[config.mk]
export PLATFORM = sky130hd
export DESIGN_NAME = multicycle_cu
export DESIGN_NICKNAME = d
export VERILOG_FILES = /design/src/rtl/cu_pkg.sv /design/src/rtl/cu_out_decode.sv /design/src/rtl/multicycle_cu.sv
export SDC_FILE = /design/constraint.sdc
export NUM_CORES = 1
export LEC_CHECK = 0
export CELL_PAD_IN_SITES_DETAIL_PLACEMENT = 1
export CELL_PAD_IN_SITES_GLOBAL_PLACEMENT = 1
export CORE_ASPECT_RATIO = 1.1
export CORE_MARGIN = 4
export CORE_UTILIZATION = 35
export CTS_BUF_LIST = sky130_fd_sc_hd__clkbuf_4
export CTS_CLUSTER_DIAMETER = 30
export DETAILED_ROUTE_END_ITERATION = 12
export PLACE_DENSITY = 0.91
export SYNTH_ARGS = -nofsm -noshare
export SYNTH_HDL_FRONTEND = slang
export SYNTH_SLANG_ARGS = --single-unit
[constraint.sdc]
create_clock -name clk -period 4.2 [get_ports clk]
set_input_delay 0.42 -clock clk [delete_from_list [all_inputs] [get_ports clk]]
set_output_delay 0.42 -clock clk [all_outputs]
set_load 0.05 [all_outputs]
[src/rtl/cu_pkg.sv]
// Shared types and encodings for the multicycle control unit.
package cu_pkg;

   // State codes double as the debug value on state_o.
   typedef enum logic [3:0] {
      S_FETCH  = 4'd0,
      S_DECODE = 4'd1,
      S_MEMADR = 4'd2,
      S_MEMRD  = 4'd3,
      S_MEMWB  = 4'd4,
      S_MEMWR  = 4'd5,
      S_EXEC   = 4'd6,
      S_ALUWB  = 4'd7,
      S_BRANCH = 4'd8,
      S_ADDIEX = 4'd9,
      S_ADDIWB = 4'd10,
      S_JUMP   = 4'd11,
      S_TRAP   = 4'd12
   } state_t;

   // Opcode values of the supported instructions.
   localparam logic [5:0] OP_R    = 6'b000000;
   localparam logic [5:0] OP_LW   = 6'b100011;
   localparam logic [5:0] OP_SW   = 6'b101011;
   localparam logic [5:0] OP_BEQ  = 6'b000100;
   localparam logic [5:0] OP_ADDI = 6'b001000;
   localparam logic [5:0] OP_J    = 6'b000010;

   // ALU operation select.
   localparam logic [1:0] ALU_ADD   = 2'b00;
   localparam logic [1:0] ALU_SUB   = 2'b01;
   localparam logic [1:0] ALU_FUNCT = 2'b10;

   // ALU B operand select.
   localparam logic [1:0] SRCB_REG   = 2'b00;
   localparam logic [1:0] SRCB_FOUR  = 2'b01;
   localparam logic [1:0] SRCB_IMM   = 2'b10;
   localparam logic [1:0] SRCB_IMMSH = 2'b11;

   // Next-PC source select.
   localparam logic [1:0] PC_ALU    = 2'b00;
   localparam logic [1:0] PC_ALUOUT = 2'b01;
   localparam logic [1:0] PC_JUMP   = 2'b10;

   // Control word produced for each state, before any gating.
   typedef struct packed {
      logic       pc_write;
      logic       pc_write_cond;
      logic       iord;
      logic       mem_read;
      logic       mem_write;
      logic       ir_write;
      logic       mem_to_reg;
      logic       reg_dst;
      logic       reg_write;
      logic       alu_src_a;
      logic       illegal;
      logic [1:0] alu_src_b;
      logic [1:0] pc_src;
      logic [1:0] alu_op;
   } ctrl_t;

endpackage

[src/rtl/cu_out_decode.sv]
// Combinational state-to-control-word table; anything not set is 0.
module cu_out_decode
   import cu_pkg::*;
(
   input  state_t state,
   output ctrl_t  cw
);

   // Moore decode: control word depends only on the current state.
   always_comb begin
      cw = '0;
      case (state)
         S_FETCH: begin
            cw.mem_read  = 1'b1;
            cw.ir_write  = 1'b1;
            cw.pc_write  = 1'b1;
            cw.alu_src_b = SRCB_FOUR;
            cw.alu_op    = ALU_ADD;
         end
         S_DECODE: begin
            cw.alu_src_b = SRCB_IMMSH;
            cw.alu_op    = ALU_ADD;
         end
         S_MEMADR: begin
            cw.alu_src_a = 1'b1;
            cw.alu_src_b = SRCB_IMM;
         end
         S_MEMRD: begin
            cw.iord     = 1'b1;
            cw.mem_read = 1'b1;
         end
         S_MEMWB: begin
            cw.mem_to_reg = 1'b1;
            cw.reg_write  = 1'b1;
         end
         S_MEMWR: begin
            cw.iord      = 1'b1;
            cw.mem_write = 1'b1;
         end
         S_EXEC: begin
            cw.alu_src_a = 1'b1;
            cw.alu_src_b = SRCB_REG;
            cw.alu_op    = ALU_FUNCT;
         end
         S_ALUWB: begin
            cw.reg_dst   = 1'b1;
            cw.reg_write = 1'b1;
         end
         S_BRANCH: begin
            cw.alu_src_a     = 1'b1;
            cw.alu_op        = ALU_SUB;
            cw.pc_write_cond = 1'b1;
            cw.pc_src        = PC_ALUOUT;
         end
         S_ADDIEX: begin
            cw.alu_src_a = 1'b1;
            cw.alu_src_b = SRCB_IMM;
            cw.alu_op    = ALU_ADD;
         end
         S_ADDIWB: begin
            cw.reg_write = 1'b1;
         end
         S_JUMP: begin
            cw.pc_write = 1'b1;
            cw.pc_src   = PC_JUMP;
         end
         S_TRAP: begin
            cw.illegal = 1'b1;
         end
         default: cw = '0;
      endcase
   end

endmodule

[src/rtl/multicycle_cu.sv]
// Multicycle control unit: state register, opcode latch and next-state logic.
// Memory handshake: mem_ready=1 in a FETCH/MEMRD/MEMWR cycle means the access
// completes this cycle and the FSM advances on the next rising edge; with
// mem_ready=0 the state and its control word are held unchanged.
module multicycle_cu
   import cu_pkg::*;
#(
   parameter int OPW    = 6,
   parameter int ALUOPW = 2,
   parameter int MEM_HS = 1
)(
   input  logic              clk,
   input  logic              rst_n,
   input  logic [OPW-1:0]    opcode,
   input  logic              mem_ready,
   output logic              pc_write,
   output logic              pc_write_cond,
   output logic              iord,
   output logic              mem_read,
   output logic              mem_write,
   output logic              ir_write,
   output logic              mem_to_reg,
   output logic              reg_dst,
   output logic              reg_write,
   output logic              alu_src_a,
   output logic              illegal,
   output logic [1:0]        alu_src_b,
   output logic [1:0]        pc_src,
   output logic [ALUOPW-1:0] alu_op,
   output logic [3:0]        state_o
);

   state_t         state;
   state_t         state_nx;
   logic [OPW-1:0] op_q;
   logic           rdy;
   logic           fetch_ok;
   ctrl_t          cw;

   // Without the handshake every memory access completes in one cycle.
   assign rdy = (MEM_HS == 0) ? 1'b1 : mem_ready;

   // State register; async reset forces FETCH immediately.
   always_ff @(posedge clk or negedge rst_n) begin
      if (!rst_n) state <= S_FETCH;
      else        state <= state_nx;
   end

   // Opcode latch: the instruction in flight keeps the opcode seen in DECODE.
   always_ff @(posedge clk or negedge rst_n) begin
      if (!rst_n)                 op_q <= '0;
      else if (state == S_DECODE) op_q <= opcode;
   end

   // Next-state logic; opcode only steers the transition out of DECODE.
   always_comb begin
      state_nx = state;
      case (state)
         S_FETCH:  state_nx = rdy ? S_DECODE : S_FETCH;
         S_DECODE: begin
            if      (opcode == OPW'(OP_R))    state_nx = S_EXEC;
            else if (opcode == OPW'(OP_LW))   state_nx = S_MEMADR;
            else if (opcode == OPW'(OP_SW))   state_nx = S_MEMADR;
            else if (opcode == OPW'(OP_BEQ))  state_nx = S_BRANCH;
            else if (opcode == OPW'(OP_ADDI)) state_nx = S_ADDIEX;
            else if (opcode == OPW'(OP_J))    state_nx = S_JUMP;
            else                              state_nx = S_TRAP;
         end
         S_MEMADR: state_nx = (op_q == OPW'(OP_LW)) ? S_MEMRD : S_MEMWR;
         S_MEMRD:  state_nx = rdy ? S_MEMWB : S_MEMRD;
         S_MEMWB:  state_nx = S_FETCH;
         S_MEMWR:  state_nx = rdy ? S_FETCH : S_MEMWR;
         S_EXEC:   state_nx = S_ALUWB;
         S_ALUWB:  state_nx = S_FETCH;
         S_BRANCH: state_nx = S_FETCH;
         S_ADDIEX: state_nx = S_ADDIWB;
         S_ADDIWB: state_nx = S_FETCH;
         S_JUMP:   state_nx = S_FETCH;
         S_TRAP:   state_nx = S_TRAP;
         default:  state_nx = S_FETCH;
      endcase
   end

   cu_out_decode u_dec (
      .state (state),
      .cw    (cw)
   );

   // In FETCH the IR load and PC increment happen only when the read completes.
   assign fetch_ok = (state != S_FETCH) || rdy;

   // Write strobes are forced low while reset is held so an aborted access never writes.
   assign pc_write      = rst_n & cw.pc_write & fetch_ok;
   assign ir_write      = rst_n & cw.ir_write & fetch_ok;
   assign pc_write_cond = rst_n & cw.pc_write_cond;
   assign mem_write     = rst_n & cw.mem_write;
   assign reg_write     = rst_n & cw.reg_write;

   assign iord       = cw.iord;
   assign mem_read   = cw.mem_read;
   assign mem_to_reg = cw.mem_to_reg;
   assign reg_dst    = cw.reg_dst;
   assign alu_src_a  = cw.alu_src_a;
   assign illegal    = cw.illegal;
   assign alu_src_b  = cw.alu_src_b;
   assign pc_src     = cw.pc_src;
   assign state_o    = state;

   // Zero-extend the 2-bit ALU operation to the configured width.
   always_comb begin
      alu_op      = '0;
      alu_op[1:0] = cw.alu_op;
   end

endmodule

* After elaboration in Yosys (flattened, before gate mapping)
Index checks and enable logic that the tools add are counted.
** Operators by class
- Add/subtract/negate cells :: 0
- $mul :: 0
- Div/mod/pow operators :: 0
- Magnitude comparators :: 0
- Equality and inequality tests :: 18
- Shifts and indexed selects :: 0
- Mux-type cells :: 25
- Bitwise operators :: 7
- Reductions and logical operators :: 10
** Operators by type and width (number)
- $pmux 4 s8 :: 1
- $eq 4x4->1 const B :: 5
- $eq 6x6->1 const B :: 3
- $mux 3 :: 6
- $eq 4x3->1 const B :: 4
- $mux 1 :: 12
- $mux 4 :: 3
- $eq 4x2->1 const B :: 2
- $pmux 2 s2 :: 2
- $reduce_or 2->1 :: 4
- $and 1x1->1 :: 7
- $eq 6x2->1 const B :: 1
- $eq 6x3->1 const B :: 1
- $eq 6x4->1 const B :: 1
- $logic_not 6->1 :: 1
- $pmux 2 s3 :: 1
- $eq 4x1->1 const B :: 1
- $logic_not 4->1 :: 1
- $reduce_bool 4->1 :: 1
- $reduce_or 4->1 :: 1
- $reduce_or 3->1 :: 1
- $logic_or 1x1->1 :: 1
** Storage, ports and cells
- Register bits after elaboration :: 10
- Latch bits :: 0
- RAM bits :: 0
- ROM bits :: 0
- Output and inout port bits :: 21
- Logic and storage cells :: 62
- Memories kept :: 0

* Depth between registers and ports, before layout
Gate-level depths: netlist of run 1.
- Word-level depth :: 8
- Depth in mapped cells :: 6

* Cells and area by module
A second synthesis of run 1 with hierarchy kept.
** Unflattened totals
- Cell total of the unflattened synthesis :: 97
- Area, all modules :: 842.1 um^2
** Modules (own cells, without submodules)
- multicycle_cu :: times used 1, cells an instance 63, area each 623.1 um^2
- cu_out_decode :: times used 1, cells an instance 34, area each 219.0 um^2

* Worst setup path before layout of run 1
OpenSTA, ideal clock, no wires.
- Path type :: flip-flop to output port
- Start :: reg state[3], in the netlist state_o[3]
- End :: out illegal
- Arrival time :: 2.585 ns
- Data required time :: 3.780 ns
- Path slack :: 1.195 ns
- Cell stages (with the launch flop) :: 3
- Cell sequence :: dfrtp_1 buf_2 nor4bb_1
** On the way
- Word-level cells in the longest chain between the ends :: 2
** RTL lines
- start, declared :: RTL line multicycle_cu.sv:33 : state_t state;
- start signal, assigned :: RTL line multicycle_cu.sv:46 : else state <= state_nx;
- $eq 4x4->1 :: RTL line cu_out_decode.sv:12 : case (state)
- $mux 1 :: RTL line cu_out_decode.sv:12
- end, declared :: RTL line multicycle_cu.sv:26 : output logic illegal,
Every way passes these cells.

* Worst setup path in the final report of run 1
Same ends and word-level chain as after synthesis.

==> flow_summary.ini, run 1 <==
[synth]
ys_async_sr_fraction_pct = 100.0
yosys_register_bits = 10
number_of_synthesized_flops_with_an_enable_pin = 0
avgSynthCellArea_um2 = 8.384
yosys.cell_types.count = 37
yosysWarningCount = 0
synthesis.instances = 97
ys_seq_area_share_pct = 30.77
synth.net_count = 106
netlist_area_um2 = 813.3
yosys_most_used_dff = sky130_fd_sc_hd__dfrtp_1

[sta]
timing.setup.tns_ns = 0
setup_repair_after_global_routing_missed_its_margin = no
final.min_clock_period_ns = 2.881
timing_hold_violations_final = 0
finalHoldWorstSlack_ns = 0.4900
report.final.setup_viol = 0
finalMaxSlewViolations = 0
max_freq_mhz = 347.1
final.setup_skew_ns = 0.001521
worstMarginPinSlew_ns = 0.6135
finalCritPeriodShare_pct = 68.59
slew_headroom_pct = 59.10

[die]
placementRows = 18
die-area_um2 = 3160
initial_utilization_pct = 36.48
floorplan.die.width_um = 53.96
coreArea_um2 = 2230
floorplan.io_pins = 30
chipHeight_um = 58.56

[final_layout]
antenna_cells_inserted = 0
area_delta_synth_final_pct = 37.85
final_cell_area_um2 = 1121
final_util_pct = 50.28
final_layout_size_suffix_gt1_share_pct = 6.667
fillerInstances = 258
design.final.nets = 131

[grt]
grt_pass1_vias = 857
grt_max_degree = 21
antenna_violations_before_repair = 0
global_route_wire_length_before_repair_mm = 4.133
globalRouteOverflowTotal = 0
globalRouteTotalUtil_pct = 17.64

[clock_tree]
cts-buffers-inserted = 3
clkLatencyLatePin_ns = 0.26
worst_setup_hold_path_clk_slew_ns = 0.06
post_cts_buffers = 0
clock_tree.root_cell = sky130_fd_sc_hd__clkbuf_4
tritoncts_clock_tree = yes
htree_num_levels = 1
ctsLongestPathBuffers = 2
holdBufCountCts = 0
clock_sink_count = 10
ctsResizeCount = 0

[route]
detail_route.first_pass.iterations = 3
wl_mm = 2.415
drc_errors = 0
detail-route-antenna-nets = 0
route.vias.total = 815
wire_per_inst_um = 16.10
post_drt_via_cell_ratio = 5.433
drt_iter0_markers = 1

[worst_setup_path]
worst_ep_arrival_time_ns = 2.46
endpoint_kind = primary output
required_time_reported_for_the_critical_path_endpoint_ns = 3.78
criticalPathCategory = reg -> out
critical_path.startpoint_type = flop
critPathSlowestCell = sky130_fd_sc_hd__clkdlybuf4s50_1
path_delay_family = buffers and inverters
rr_startpoint = state_o[0]
critical_path.startpoint = state_o[3]
crit_path_max_incr_delay_ns = 0.91
worstPathCellList = nor4bb_1, clkdlybuf4s50_1
path_buf_inv = 1
cp_max_fo = 19

[pwr]
share_comb_of_total_power_pct = 66.3
power_frac_clock_pct = 7.4
max-vdd-ir-drop_v = 0.0003141
cellInternalPower_mw = 0.3911
power.density_nw_per_um2 = 766.2
static_leakage_nw = 0.4328
switch_pwr_mw = 0.4678
share_seq_of_total_power_pct = 26.3
power.share.switching_pct = 54.46

[flow_run]
timing.max_cap.violations = 0

[placement]
finalWeightedCongestion = 0.7132
numPortBuffers = 29
post-dp-hpwl_mm = 1.980
placed_cell_area_um2 = 1099

[min_path]
hold_class = reg -> reg
min-delay-start = op_q[2]

[run_status]
run_status = complete, no violations
==> layout make-up <==
cell class,count,area (µm²),area share (%)
inverter,4,15.01,1.339
sequential,10,250.2,22.32
clock buffer,3,22.52,2.009
tap,30,37.54,3.348
multi-input combinational,74,505.5,45.09
timing repair buffer,29,290.3,25.89
==> through the flow <==
stage                     power (mW)  setup WS (ns)  std cells
final                         0.8589          1.319        150
after global routing          0.9191          1.147        150
after CTS                     0.8684          1.289        150
after detailed placement      0.8027          1.312        147
after global placement        0.7800          1.428        147
after floorplan               0.6279          1.195         97
==> placed cells by master, fill, tap and decap left out, types with 2 or more instances in the layout <==
| cell type | instances |
|---|---|
| sky130_fd_sc_hd__a21boi_0 | 2 |
| sky130_fd_sc_hd__mux2_2 | 2 |
| sky130_fd_sc_hd__nor4bb_1 | 3 |
| sky130_fd_sc_hd__nand2_1 | 7 |
| sky130_fd_sc_hd__nor2b_1 | 4 |
| sky130_fd_sc_hd__o211ai_1 | 2 |
| sky130_fd_sc_hd__nor2_1 | 10 |
| sky130_fd_sc_hd__nand2b_1 | 4 |
| sky130_fd_sc_hd__inv_1 | 4 |
| sky130_fd_sc_hd__nor3b_1 | 5 |
| sky130_fd_sc_hd__mux2_1 | 3 |
| sky130_fd_sc_hd__o21ai_0 | 7 |
| sky130_fd_sc_hd__and3_1 | 2 |
| sky130_fd_sc_hd__clkbuf_4 | 3 |
| sky130_fd_sc_hd__clkdlybuf4s50_1 | 29 |
| sky130_fd_sc_hd__dfrtp_1 | 10 |
| sky130_fd_sc_hd__a31oi_1 | 2 |
| sky130_fd_sc_hd__nor3_1 | 4 |
==> power groups by stage <==
stage	clock (mW)	sequential, mW	combinational (mW)
floorplan	0	0.205	0.423
global placement	0	0.224	0.556
detailed placement	0	0.227	0.575
CTS	0.0660	0.226	0.577
global route	0.0699	0.238	0.611
finish	0.0634	0.226	0.570
==> final timing paths <==
check                      cells after the start    endpoint  slack (ns)
max reg2reg                                    2     op_q[5]        2.38
min                                            1     op_q[2]        0.49
max in group asynchronous                      1  state_o[2]        3.27
min in group asynchronous                      1     op_q[4]        0.54
min reg2reg                                    1     op_q[2]        0.49
max                                            2     illegal        1.32
==> sequential cells by signal, indices dropped and copies added, names as in the netlist <==
register,flops
op_q,6
state_o,4
==> synthesized netlist by cell type, drive strengths merged, types with 2 or more instances <==
| library cell | count | share of area, % |
|---|---|---|
| dfrtp | 10 | 31 |
| nor2 | 10 | 4.6 |
| buf | 7 | 4.3 |
| nand2 | 7 | 3.2 |
| o21ai | 7 | 4.3 |
| mux2 | 5 | 6.9 |
| nor3b | 5 | 4.6 |
| inv | 4 | 1.8 |
| nand2b | 4 | 3.1 |
| nor2b | 4 | 3.1 |
| nor3 | 4 | 2.5 |
| nor4bb | 3 | 3.7 |
| a21boi | 2 | 1.8 |
| a31oi | 2 | 1.5 |
| and3 | 2 | 1.5 |
| clkbuf | 2 | 0.92 |
| nor4b | 2 | 4.0 |
| o211ai | 2 | 1.8 |
==> metal layers <==
layer | track usage (%) | part of all wire [%]
met1 | 19.30 | 40
met2 | 32.70 | 53
met3 | 4.051 | 5.8
met4 | 5.109 | 1.1
met5 | 0 | 0
==> logic make-up after synthesis <==
group / share of synthesized area [%]
compound gates: 18.15
xor+xnor: 2.154
buf+inv: 7.078
flops: 30.77
mux: 8.153
simple gates: 33.69
Power figures use the tool's default switching activity.
==> run 2, diff against run 1 <==
- CORE_UTILIZATION: 35 -> 29
- PLACE_DENSITY: 0.91 -> 0.81
- clock period: 4.2 -> 2.3 ns (I/O delays scaled with it)
==> flow_summary.ini, run 2 (synthesized netlist as in run 1, its figures left out) <==
[die]
die-area_um2 = 3716
floorplan.io_pins = 30
floorplan.die.width_um = 58.49
placementRows = 19
initial_utilization_pct = 31.39
coreArea_um2 = 2591
chipHeight_um = 63.54

[worst_setup_path]
endpoint_kind = primary output
criticalPathCategory = reg -> out
critPathSlowestCell = sky130_fd_sc_hd__dfrtp_1
required_time_reported_for_the_critical_path_endpoint_ns = 2.07
reg2reg_to = state_o[2]
path_buf_inv = 2
rr_startpoint = state_o[2]
critical_path.startpoint_type = flop
cp_max_fo = 11
path_delay_family = flip-flops
worst_ep_arrival_time_ns = 1.87
worstPathCellList = buf_4, nor4bb_2, buf_12
cell_count_of_the_worst_reg_to_reg_path = 4
crit_path_max_incr_delay_ns = 0.59
ff2ff_setup_slack_ns = 0.54

[clock_tree]
tritoncts_clock_tree = yes
ctsResizeCount = 0
clkLatencyLatePin_ns = 0.28
ctsLongestPathBuffers = 2
holdBufCountCts = 0
clock_tree.root_cell = sky130_fd_sc_hd__clkbuf_4
post_cts_buffers = 0
worst_setup_hold_path_clk_slew_ns = 0.07
clock_sink_count = 10
cts-buffers-inserted = 3
htree_num_levels = 1

[sta]
worstMarginPinSlew_ns = 0.5808
worst_slack_ns = 0.2002
max_freq_mhz = 476.2
slew_headroom_pct = 61.12
finalMaxSlewViolations = 0
report.final.setup_viol = 0
setup_repair_after_global_routing_missed_its_margin = no
timing_hold_violations_final = 0
final.setup_skew_ns = 0.001512
finalCritPeriodShare_pct = 91.30
final.min_clock_period_ns = 2.100
timing.setup.tns_ns = 0

[final_layout]
final_common_cell = sky130_fd_sc_hd__buf_4
final_layout_size_suffix_gt1_share_pct = 29.92
design.final.nets = 137
area_delta_synth_final_pct = 56.62
number_of_flip_flops_in_the_largest_register = 6
post_layout_nonfiller_instances = 158
registers.top_by_ff_count = op_q
layout.cells.most_common_list = sky130_fd_sc_hd__buf_4 (14), sky130_fd_sc_hd__clkdlybuf4s50_1 (13), sky130_fd_sc_hd__dfrtp_1 (10)
antenna_cells_inserted = 0

[placement]
placement.setup.worst_slack_ns = 0.5103
finalWeightedCongestion = 0.7686
placed_cells = 154
post-dp-hpwl_mm = 1.966
numPortBuffers = 29

[min_path]
hold_class = in -> async

[run_status]
run_status = complete, no violations

[route]
post_drt_via_cell_ratio = 5.272
drt_iter0_markers = 13
drc_errors = 0
detail_route.first_pass.iterations = 4
detail-route-antenna-nets = 0
route.vias.total = 833
wl_mm = 2.370
wire_per_inst_um = 15.00

[grt]
globalRouteTotalUtil_pct = 13.62
grt_pass1_vias = 823
global_route_wire_length_before_repair_mm = 3.946
antenna_violations_before_repair = 0
grt_max_degree = 14
globalRouteOverflowTotal = 0

[pwr]
share_seq_of_total_power_pct = 20.3
cellInternalPower_mw = 0.8424
static_leakage_nw = 0.5268
switch_pwr_mw = 0.9171
power.density_nw_per_um2 = 1381
power_frac_clock_pct = 7.3
finalPower_mw = 1.759
share_comb_of_total_power_pct = 72.4
max-vdd-ir-drop_v = 0.0009114
power.share.switching_pct = 52.12

[flow_run]
timing.max_cap.violations = 0
[run 2: worst max path at each step]
| stage | depth (start not counted) | startpoint | slack [ns] | end |
|---|---|---|---|---|
| finish | 3 | state_o[3] | 0.20 | illegal |
| global route | 3 | state_o[3] | 0.13 | illegal |
| CTS | 3 | state_o[3] | 0.21 | illegal |
| detailed placement | 5 | mem_ready | 0.51 | pc_write |
| global placement | 5 | mem_ready | 0.54 | pc_write |
| floorplan | 4 | state_o[2] | -0.05 | state_o[2] |
[run 2: layout make-up]
type,instances,area [µm²]
flip-flops and latches,10,250.2
well taps,31,38.79
fillers,299,1318
inverters,4,15.01
repair buffers,35,395.4
multi-input cells,74,548.0
clock inverters,1,3.754
clock buffers,3,22.52
[run 2: through the flow]
step / util, % / cell area [µm²] / hold slack, ns
after floorplan: - / 855.8 / -0.06559
after global placement: 48.14 / 1247 / 0.4629
after detailed placement: 48.14 / 1247 / 0.4887
after CTS: 49.16 / 1274 / 0.2098
after global routing: 49.16 / 1274 / 0.2333
final: 49.16 / 1274 / 0.2167
[run 2: power groups by stage]
stage	Combinational [mW]	Sequential, mW	Clock (mW)
2_1_floorplan	0.820	0.375	0
3_3_place_gp	1.26	0.353	0
3_5_place_dp	1.29	0.362	0
4_1_cts	1.29	0.359	0.134
5_1_grt	1.35	0.374	0.141
6_report	1.27	0.358	0.129
[run 2: worst reg2reg max path, stage by stage (launching register included)]
cell                       delay, ns
sky130_fd_sc_hd__dfrtp_1        0.51
sky130_fd_sc_hd__buf_4          0.22
sky130_fd_sc_hd__nor4b_4        0.52
sky130_fd_sc_hd__a21bo_1        0.27
sky130_fd_sc_hd__o211ai_1       0.16
[run 2: per-layer routing]
layer  wire length [µm]  GRT usage, %  share of wire (%)  up-vias
met1                978         16.56                 41      390
met2               1177         22.63                 50       30
met3                172         2.653                7.3        5
met4                 42         6.087                1.8        0
met5                  0             0                  0        -
li1                   -             -                  -      408
